`config.mk`:
```
export PLATFORM = sky130hd
export DESIGN_NAME = serial_add_ctrl
export DESIGN_NICKNAME = d
export VERILOG_FILES = /design/src/rtl/serial_add_ctrl.sv
export SDC_FILE = /design/constraint.sdc
export NUM_CORES = 1
export LEC_CHECK = 0
export ABC_CLOCK_PERIOD_IN_PS = 2870
export CORE_MARGIN = 2
export CORE_UTILIZATION = 23
export DETAILED_ROUTE_END_ITERATION = 8
export GPL_ROUTABILITY_DRIVEN = 0
export PLACE_DENSITY = 0.52
export SYNTH_ARGS = -nofsm -noshare
export SYNTH_HDL_FRONTEND = slang
export SYNTH_SLANG_ARGS = --single-unit
```
`constraint.sdc`:
```
create_clock -name clock -period 2.87 [get_ports clock]
set_input_delay 0.574 -clock clock [delete_from_list [all_inputs] [get_ports clock]]
set_output_delay 0.574 -clock clock [all_outputs]
set_load 0.1 [all_outputs]
```
`src/rtl/serial_add_ctrl.sv`:
```
// rtl/serial_add_ctrl.sv - sequencer driving a registered 1-bit full adder LSB-first
//
// Optional feature macro: SERIAL_ADD_SUB_EN (adds 'sub' input for A - B).
//
// Ports:
//   clock       system clock, rising edge
//   reset       synchronous, active-high reset
//   start       add request, sampled only while idle
//   op_a, op_b  WIDTH-bit operands, captured with start
//   sub         (SERIAL_ADD_SUB_EN only) 1 = compute op_a - op_b
//   busy        high from the cycle after acceptance through the done cycle
//   done        one-cycle completion pulse
//   result      WIDTH-bit sum, held until the next completion
//   carry_out   final carry (no-borrow when subtracting), held with result
//   dp_reset_n  datapath reset, ~reset
//   ip1, ip2    operand bits to the datapath, zero outside DRIVE
//   c_in        carry to the datapath, zero outside DRIVE
//   sum_i       datapath registered sum
//   carry_i     datapath registered carry

module serial_add_ctrl #(
  parameter int WIDTH = 8
) (
  input  logic             clock,
  input  logic             reset,
  input  logic             start,
  input  logic [WIDTH-1:0] op_a,
  input  logic [WIDTH-1:0] op_b,
`ifdef SERIAL_ADD_SUB_EN
  input  logic             sub,
`endif
  output logic             busy,
  output logic             done,
  output logic [WIDTH-1:0] result,
  output logic             carry_out,
  output logic             dp_reset_n,
  output logic             ip1,
  output logic             ip2,
  output logic             c_in,
  input  logic             sum_i,
  input  logic             carry_i
);

  // Keep the bit index at least one bit wide so WIDTH=1 still elaborates.
  localparam int IDX_W = (WIDTH > 1) ? $clog2(WIDTH) : 1;
  localparam logic [IDX_W-1:0] LAST_IDX = IDX_W'(WIDTH - 1);

  typedef enum logic [1:0] {
    IDLE,
    DRIVE,
    CAPTURE,
    DONE
  } state_t;

  state_t           state;
  logic [WIDTH-1:0] a_sh;
  logic [WIDTH-1:0] b_sh;
  logic [WIDTH-1:0] res_sh;
  logic             cr;
  logic [IDX_W-1:0] idx;

  logic [WIDTH-1:0] b_load;
  logic             cr_load;
  logic [WIDTH-1:0] res_next;

`ifdef SERIAL_ADD_SUB_EN
  // Two's-complement subtract: invert B and seed the carry with 1.
  assign b_load  = sub ? ~op_b : op_b;
  assign cr_load = sub;
`else
  assign b_load  = op_b;
  assign cr_load = 1'b0;
`endif

  // New sum bit enters at the MSB; after WIDTH captures bit 0 sits at the LSB.
  // Written as a shifted concatenation so WIDTH=1 needs no special case.
  assign res_next = WIDTH'({sum_i, res_sh} >> 1);

  assign dp_reset_n = ~reset;
  assign ip1        = (state == DRIVE) & a_sh[0];
  assign ip2        = (state == DRIVE) & b_sh[0];
  assign c_in       = (state == DRIVE) & cr;

  always_ff @(posedge clock) begin
    if (reset) begin
      state     <= IDLE;
      busy      <= 1'b0;
      done      <= 1'b0;
      result    <= '0;
      carry_out <= 1'b0;
      a_sh      <= '0;
      b_sh      <= '0;
      res_sh    <= '0;
      cr        <= 1'b0;
      idx       <= '0;
    end else begin
      done <= 1'b0;
      case (state)
        IDLE: begin
          if (start) begin
            a_sh   <= op_a;
            b_sh   <= b_load;
            cr     <= cr_load;
            idx    <= '0;
            res_sh <= '0;
            busy   <= 1'b1;
            state  <= DRIVE;
          end
        end
        DRIVE: begin
          state <= CAPTURE;
        end
        CAPTURE: begin
          res_sh <= res_next;
          cr     <= carry_i;
          a_sh   <= a_sh >> 1;
          b_sh   <= b_sh >> 1;
          idx    <= idx + 1'b1;
          if (idx == LAST_IDX) begin
            // Publish straight from the final capture so result is valid in DONE.
            result    <= res_next;
            carry_out <= carry_i;
            done      <= 1'b1;
            state     <= DONE;
          end else begin
            state <= DRIVE;
          end
        end
        DONE: begin
          busy  <= 1'b0;
          state <= IDLE;
        end
        default: begin
          busy  <= 1'b0;
          state <= IDLE;
        end
      endcase
    end
  end

endmodule

```
Word level (Yosys, flattened, before mapping) --
Cells that the tools add are included.
Cells by class: $add $sub $neg 1, equality and inequality tests 5, mux-type cells 16, bitwise gates (word level) 5, reduce and logical (&&, ||, !) cells 7
Operators with widths (number):
- $pmux W8 S2 | 3
- $mux W8 | 3
- $pmux W2 S4 | 1
- $pmux W3 S2 | 1
- $reduce_and A2 Y1 | 3
- $eq A2 B2 Y1 const B | 2
- $mux W2 | 2
- $pmux W1 S2 | 2
- $reduce_bool A2 Y1 | 2
- $add A3 B1 Y3 const B | 1
- $and A1 B1 Y1 | 3
- $eq A3 B3 Y1 const B | 1
- $mux W1 | 3
- $mux W3 | 1
- $eq A2 B1 Y1 const B | 1
- $logic_not A2 Y1 | 1
- $ne A2 B2 Y1 const B | 1
- $not A1 Y1 | 2
- $reduce_or A2 Y1 | 1
Storage, ports and cells: bits in registers 41, bits of input ports 21, output and inout port bits 15, logic and storage cells 44

Longest topological paths before layout --
Gate-level depths: netlist (run 1).
depth after elaboration 3, mapped depth 6, mapped depth without buffers 5

Least setup slack after synthesis (run 1) --
OpenSTA, ideal clock, no wires.
path type flip-flop to output port, from register state[1], to output c_in, arrival time 1.396 ns, data required time 2.296 ns, path slack 0.900 ns, cell stages (with the launch flop) 4, path buffers 1, path through dfxtp_1 buf_6 nor2b_1 and2_1
Between the ends: word-level cells in the longest chain between the ends 2
Ends and longest elaborated chain:
- start: declaration | line 55 | state_t state;
- start signal: assignment | line 86 | state <= IDLE;
- start signal: assignment | line 107 | state <= DRIVE;
- start signal: assignment | line 111 | state <= CAPTURE;
- $eq A2 B1 Y1 | line 82 | assign c_in = (state == DRIVE) & cr;
- $and A1 B1 Y1 | line 82
- end: declaration | line 39 | output logic c_in,
Every way passes these cells.

Worst setup path after layout (run 1) --
from register state[0], to output ip1
Between the ends: word-level cells in the longest chain between the ends 2
Ends and longest elaborated chain:
- $eq A2 B1 Y1 | line 80 | assign ip1 = (state == DRIVE) & a_sh[0];
- $and A1 B1 Y1 | line 80
- end: declaration | line 37 | output logic ip1,
Every way passes these cells.

==> results of run 1 <==
worst max-delay path, stage by stage (launching register included):
cell and delay, ns:
dfxtp_1 0.43, nor2b_1 0.37, and2_1 0.18, buf_4 0.28
Yosys cell counts:
cell / number / share of area
a211oi_2: 9 / 0.069
o21ai_0: 1 / 0.0031
o21ba_2: 1 / 0.0062
buf_2: 4 / 0.012
and3b_1: 1 / 0.0054
nor2b_1: 2 / 0.0077
buf_4: 1 / 0.0046
nor2_1: 31 / 0.072
a211oi_1: 5 / 0.023
o21bai_2: 1 / 0.0069
mux2i_1: 14 / 0.086
nand3b_1: 1 / 0.0046
nand2_1: 19 / 0.044
a21oi_1: 11 / 0.034
buf_8: 1 / 0.0093
inv_1: 1 / 0.0023
dfxtp_1: 40 / 0.49
a22oi_1: 12 / 0.056
buf_6: 3 / 0.021
ha_1: 2 / 0.015
and2_1: 3 / 0.012
clkbuf_1: 3 / 0.0069
nor3b_1: 1 / 0.0046
area by class of cell:
| type | count | area [um^2] |
|---|---|---|
| Clock buffer | 7 | 96.3 |
| Multi-Input combinational cell | 114 | 729 |
| Clock inverter | 1 | 30.0 |
| Timing Repair Buffer | 37 | 365 |
| Sequential cell | 40 | 801 |
| Fill cell | 708 | 4650 |
| Tap cell | 96 | 120 |
| Inverter | 1 | 3.75 |
logic make-up after synthesis:
kind of cell	count (synthesis)	share of synthesized area
simple gates	58	0.150
compound gates	40	0.198
flops	40	0.494
mux	14	0.0864
buf+inv	13	0.0563
fa+ha+maj	2	0.0154
flip-flops by register name, summed over array words and instances (netlist names), 2 cells and up:
name    count
res_sh      7
b_sh        8
result      8
idx         3
a_sh        8
state       2
routing by layer:
layer	GRT usage	vias up
met2	0.147	32
li1	-	647
met3	0.0405	8
met5	0	-
met4	0.0294	0
met1	0.131	551
stage by stage:
| step | hold slack (ns) | setup slack, ns |
|---|---|---|
| after global placement | 0.443 | 0.840 |
| after floorplan | 0.432 | 0.900 |
| after CTS | 0.468 | 0.724 |
| final | 0.462 | 0.743 |
| after detailed placement | 0.452 | 0.787 |
| after global routing | 0.488 | 0.620 |
worst paths after layout:
check / from / to / cells past startpoint
setup / recovery: state[0] / ip1 / 3
hold / removal: result[1] / result[1] / 2
setup reg to reg: state[1] / a_sh[4] / 4
hold reg to reg: result[1] / result[1] / 2
power by group through the flow:
stage	combinational, mW	sequential [mW]	clock (mW)
after floorplan	0.105	0.612	0
after global placement	0.156	0.606	0
after detailed placement	0.157	0.606	0
after CTS	0.158	0.593	0.518
after global routing	0.171	0.597	0.543
final	0.155	0.593	0.503
==> impl_results.md, run 1 <==
- Die height: 88.0 um
- Number of distinct library cells after synthesis: 23
- Drt initial violations: 27
- Vias per inst: 4.18
- Part of the cycle the worst path needs: 0.741
- Mapped Area: 0.00162 mm^2
- Dpl hpwl: 2360 um
- Max Fclk: 0.470 GHz
- Total of max-cap violations: 0
- Syn Nets: 190
- WL met2: 1500 um
- RSZ-0062 raised after global routing: false
- DIE AREA: 0.00774 mm^2
- Met1 WL: 1750 um
- Worst hold path class: reg -> reg
- I/O pin count: 36
- Final Hold Vio Count: 0
- Pleak: 0.781 nW
- Fin area: 0.00215 mm^2
- Row count: 30
- CTS Root Cell: clkbuf_8
- Post-placement cell area: 0.00202 mm^2
- Proportion of layout cells with a drive suffix above 1: 0.180
- Syn_area_per_cell: 9.71 um^2
- Setup tns final: 0 ns
- Post-DR wirelength/cell: 11.9 um
- Reg2Reg Setup Slack: 1.18 ns
- PD cells: 583 mW/mm^2
- Port Buffer Count: 35
- Routed Antenna Nets: 0
- CTS Hold Bufs: 0
- Worst EP required: 2.30 ns
- DRC violations left: 0
- Top Metal Used: met4
- CTS Buffer Depth: 2
- Reg power frac: 0.474
- Psw: 0.297 mW
- NumNets Final: 222
- Worst slew margin: 0.501
- H-tree levels: 2
- CTS sink count: 40
- Core Util, Final: 0.316
- Int Power: 0.954 mW
- Routed wire length: 3520 um
- Total power: 1.25 mW
- Worst Path Max Fanout: 8
- Initial Util: 0.239
- Commonest non-fill, non-tap cell in the layout: dfxtp_1
- Slew Limit Fails: 0
- Minimum clock period: 2.13 ns
- CORE AREA: 0.00679 mm^2
- Cts bufs inserted: 5
- Worst-skew pair later-pin latency: 0.30 ns
- Worst-Margin Slew: 0.747 ns
- Antenna Cells: 0
- CTS tree: yes
- DR pass1 iterations: 4
- CTS resizes: 0
- WP data arrival: 1.55 ns
- Syn Inst Count: 167
- Crit end category: primary output
- Initial antenna violation count: 0
- WL met3: 232 um
- Total number of vias: 1238
- Synth Register Bits: 40
- Most frequent cells in the layout: dfxtp_1 (40), nor2_1 (31), clkdlybuf4s50_1 (20), nand2_1 (19)
- Pin count of the biggest net entering global routing: 40
- Status: complete, no violations
- Comb pwr share: 0.124
- Crit start category: register
- Switching part of the total: 0.238
- Clock transition at the registers of the reported paths: 0.08 ns
- Area Overhead vs Synth: 32.3%
- Non-filler instance count after layout: 296
- Critical path type: reg -> out
- Die Width: 88.0 um
- Part of the Yosys area used for sequential elements: 0.494
- Grt ovf: 0
- First-pass GRT wire length: 5790 um
- Number of global-route vias before repair: 1201
- Ys Warns: 0
- Max IR drop VDD: 0.286 mV
- Setup repair bufs after CTS: 0
- All-Layer GR Usage: 0.0986
- Final setup viols: 0
- Clock share of power: 0.402
- Clk_skew: 0.00558 ns
- Placed cells: 288
Note: power is estimated with default switching activity, not from simulation.
==> inputs of run 2 (changes only) <==
ABC_CLOCK_PERIOD_IN_PS = 2000   (was 2870)
clock period = 2 ns   (was 2.87 ns; I/O delays follow)
==> run 2 against run 1 <==
Total power up 31%. Critical endpoint is now ip2. Combinational power grew 55%. Setup slack worse by 0.58 ns. Register-to-register slack worse by 0.61 ns. Cell area is 0.87% higher. Global-route usage grew 0.24 points. Core utilization rose by 0.28 points. Die area unchanged. Clock power rose by 9.1%. Final cell count increased by 1.4%. Clock skew is 0.0027 ns lower. Largest power group unchanged.
==> impl_results.md, run 2 (synthesis gave the netlist of run 1 again) <==
- Vias per inst: 4.19
- Initial antenna violation count: 0
- Clk_skew: 0.00289 ns
- Final Hold Vio Count: 0
- CTS Hold Bufs: 0
- Minimum clock period: 1.84 ns
- Dpl hpwl: 2380 um
- Most frequent cells in the layout: dfxtp_1 (40), nor2_1 (31), clkdlybuf4s50_1 (20), nand2_1 (19), buf_4 (16)
- Placed cells: 292
- Status: complete, no violations
- Initial Util: 0.239
- CORE AREA: 0.00679 mm^2
- Commonest non-fill, non-tap cell in the layout: dfxtp_1
- H-tree levels: 2
- Psw: 0.418 mW
- Drt initial violations: 52
- CTS resizes: 0
- Worst-Margin Slew: 0.468 ns
- CTS Root Cell: clkbuf_8
- Max IR drop VDD: 0.420 mV
- NumNets Final: 226
- RSZ-0062 raised after global routing: false
- Die height: 88.0 um
- Antenna Cells: 0
- Worst Path Max Fanout: 8
- Grt ovf: 0
- Worst slew margin: 0.688
- Cts bufs inserted: 5
- DR pass1 iterations: 4
- Hold path start: result[7]
- Non-filler instance count after layout: 300
- Worst-skew pair later-pin latency: 0.29 ns
- Post-DR wirelength/cell: 12.2 um
- Pin count of the biggest net entering global routing: 40
- CTS Buffer Depth: 2
- Routed Antenna Nets: 0
- Clock transition at the registers of the reported paths: 0.07 ns
- Area Overhead vs Synth: 33.5%
- Slew Limit Fails: 0
- Final setup viols: 0
- Clock share of power: 0.334
- Worst hold path class: reg -> reg
- Total of max-cap violations: 0
- Reg2reg end: result[2]
- DIE AREA: 0.00774 mm^2
- WP data arrival: 1.44 ns
- Worst Hold Depth: 2
- Int Power: 1.22 mW
- Comb pwr share: 0.147
- Crit start category: register
- Setup repair bufs after CTS: 0
- Reg power frac: 0.519
- Die Width: 88.0 um
- First-pass GRT wire length: 5940 um
- DRC violations left: 0
- Total number of vias: 1257
- Number of global-route vias before repair: 1221
- Reg2reg start: idx[0]
- Routed wire length: 3670 um
- Proportion of layout cells with a drive suffix above 1: 0.186
- Part of the cycle the worst path needs: 0.920
- Row count: 30
- Setup tns final: 0 ns
- Reg2Reg Setup Slack: 0.57 ns
- Place WS: 0.377 ns
- CTS tree: yes
- Pleak: 0.789 nW
- I/O pin count: 36
- Hold Path Sink: result[7]
- Worst EP required: 1.60 ns
- All-Layer GR Usage: 0.101
- Switching part of the total: 0.254
- PnR worst setup slack: 0.159 ns
- Critical path type: reg -> out
- Regs by FF count: a_sh (8), b_sh (8), result (8)
- CP max stage delay: 0.43 ns
- Worst Path Buf+Inv: 1
- CTS sink count: 40
- Worst r2r path cells: 5
- Critical path cell sequence: nor2b_1, and2_1, buf_12
- PD cells: 758 mW/mm^2
- Crit-path slowest cell: dfxtp_1
- Port Buffer Count: 35
- Max Fclk: 0.543 GHz
- Crit end category: primary output
- CP top delay family: simple AND/OR/NAND/NOR gates
==> run 2: changes by cell type in the layout (fill, tap and decap cells not counted) <==
cell       change
buf_12         +2
buf_4          +2
bufinv_16      -1
clkbuf_1       +2
clkbuf_8       -1
==> run 2: area by class of cell <==
type                       instances  area (um^2)
fill                             720         4630
sequential                        40          801
multi-input combinational        114          729
timing repair buffer              41          420
tap                               96          120
clock buffer                       8         90.1
inverter                           1         3.75
==> run 2: through the flow <==
stage	total power [mW]	hold WS [ns]	utilization	area (um^2)
floorplan	1.03	0.432	-	1620
global placement	1.11	0.448	0.305	2070
detailed placement	1.11	0.450	0.305	2070
CTS	1.66	0.463	0.319	2160
global route	1.73	0.484	0.319	2160
finish	1.64	0.457	0.319	2160
==> run 2: worst max path at each step <==
stage | start | endpoint | slack (ns) | cells past startpoint
after floorplan | state[1] | c_in | 0.20 | 3
after global placement | start | b_sh[2] | 0.41 | 5
after detailed placement | start | b_sh[1] | 0.38 | 5
after CTS | state[0] | ip2 | 0.16 | 3
after global routing | state[0] | ip1 | 0.05 | 3
final | state[0] | ip2 | 0.16 | 3
==> run 2: tightest hold or removal path, cell delays in order, from the launching register on <==
cell	delay, ns
dfxtp_1	0.31
nand2_1	0.05
a21oi_1	0.05
==> run 2: per-layer routing <==
| layer | vias up | global-route usage | wire, um | share of wire |
|---|---|---|---|---|
| li1 | 652 | - | - | - |
| met1 | 567 | 0.141 | 1880 | 0.51 |
| met2 | 30 | 0.145 | 1520 | 0.41 |
| met3 | 8 | 0.0358 | 220 | 0.060 |
| met4 | 0 | 0.0336 | 52 | 0.014 |
| met5 | - | 0 | 0 | 0 |
==> run 2: power groups by stage <==
stage,Sequential (mW),Clock [mW],Combinational (mW)
6_report,0.852,0.549,0.241
4_1_cts,0.851,0.566,0.245
2_1_floorplan,0.878,0,0.150
5_1_grt,0.857,0.609,0.263
3_5_place_dp,0.870,0,0.243
3_3_place_gp,0.870,0,0.241
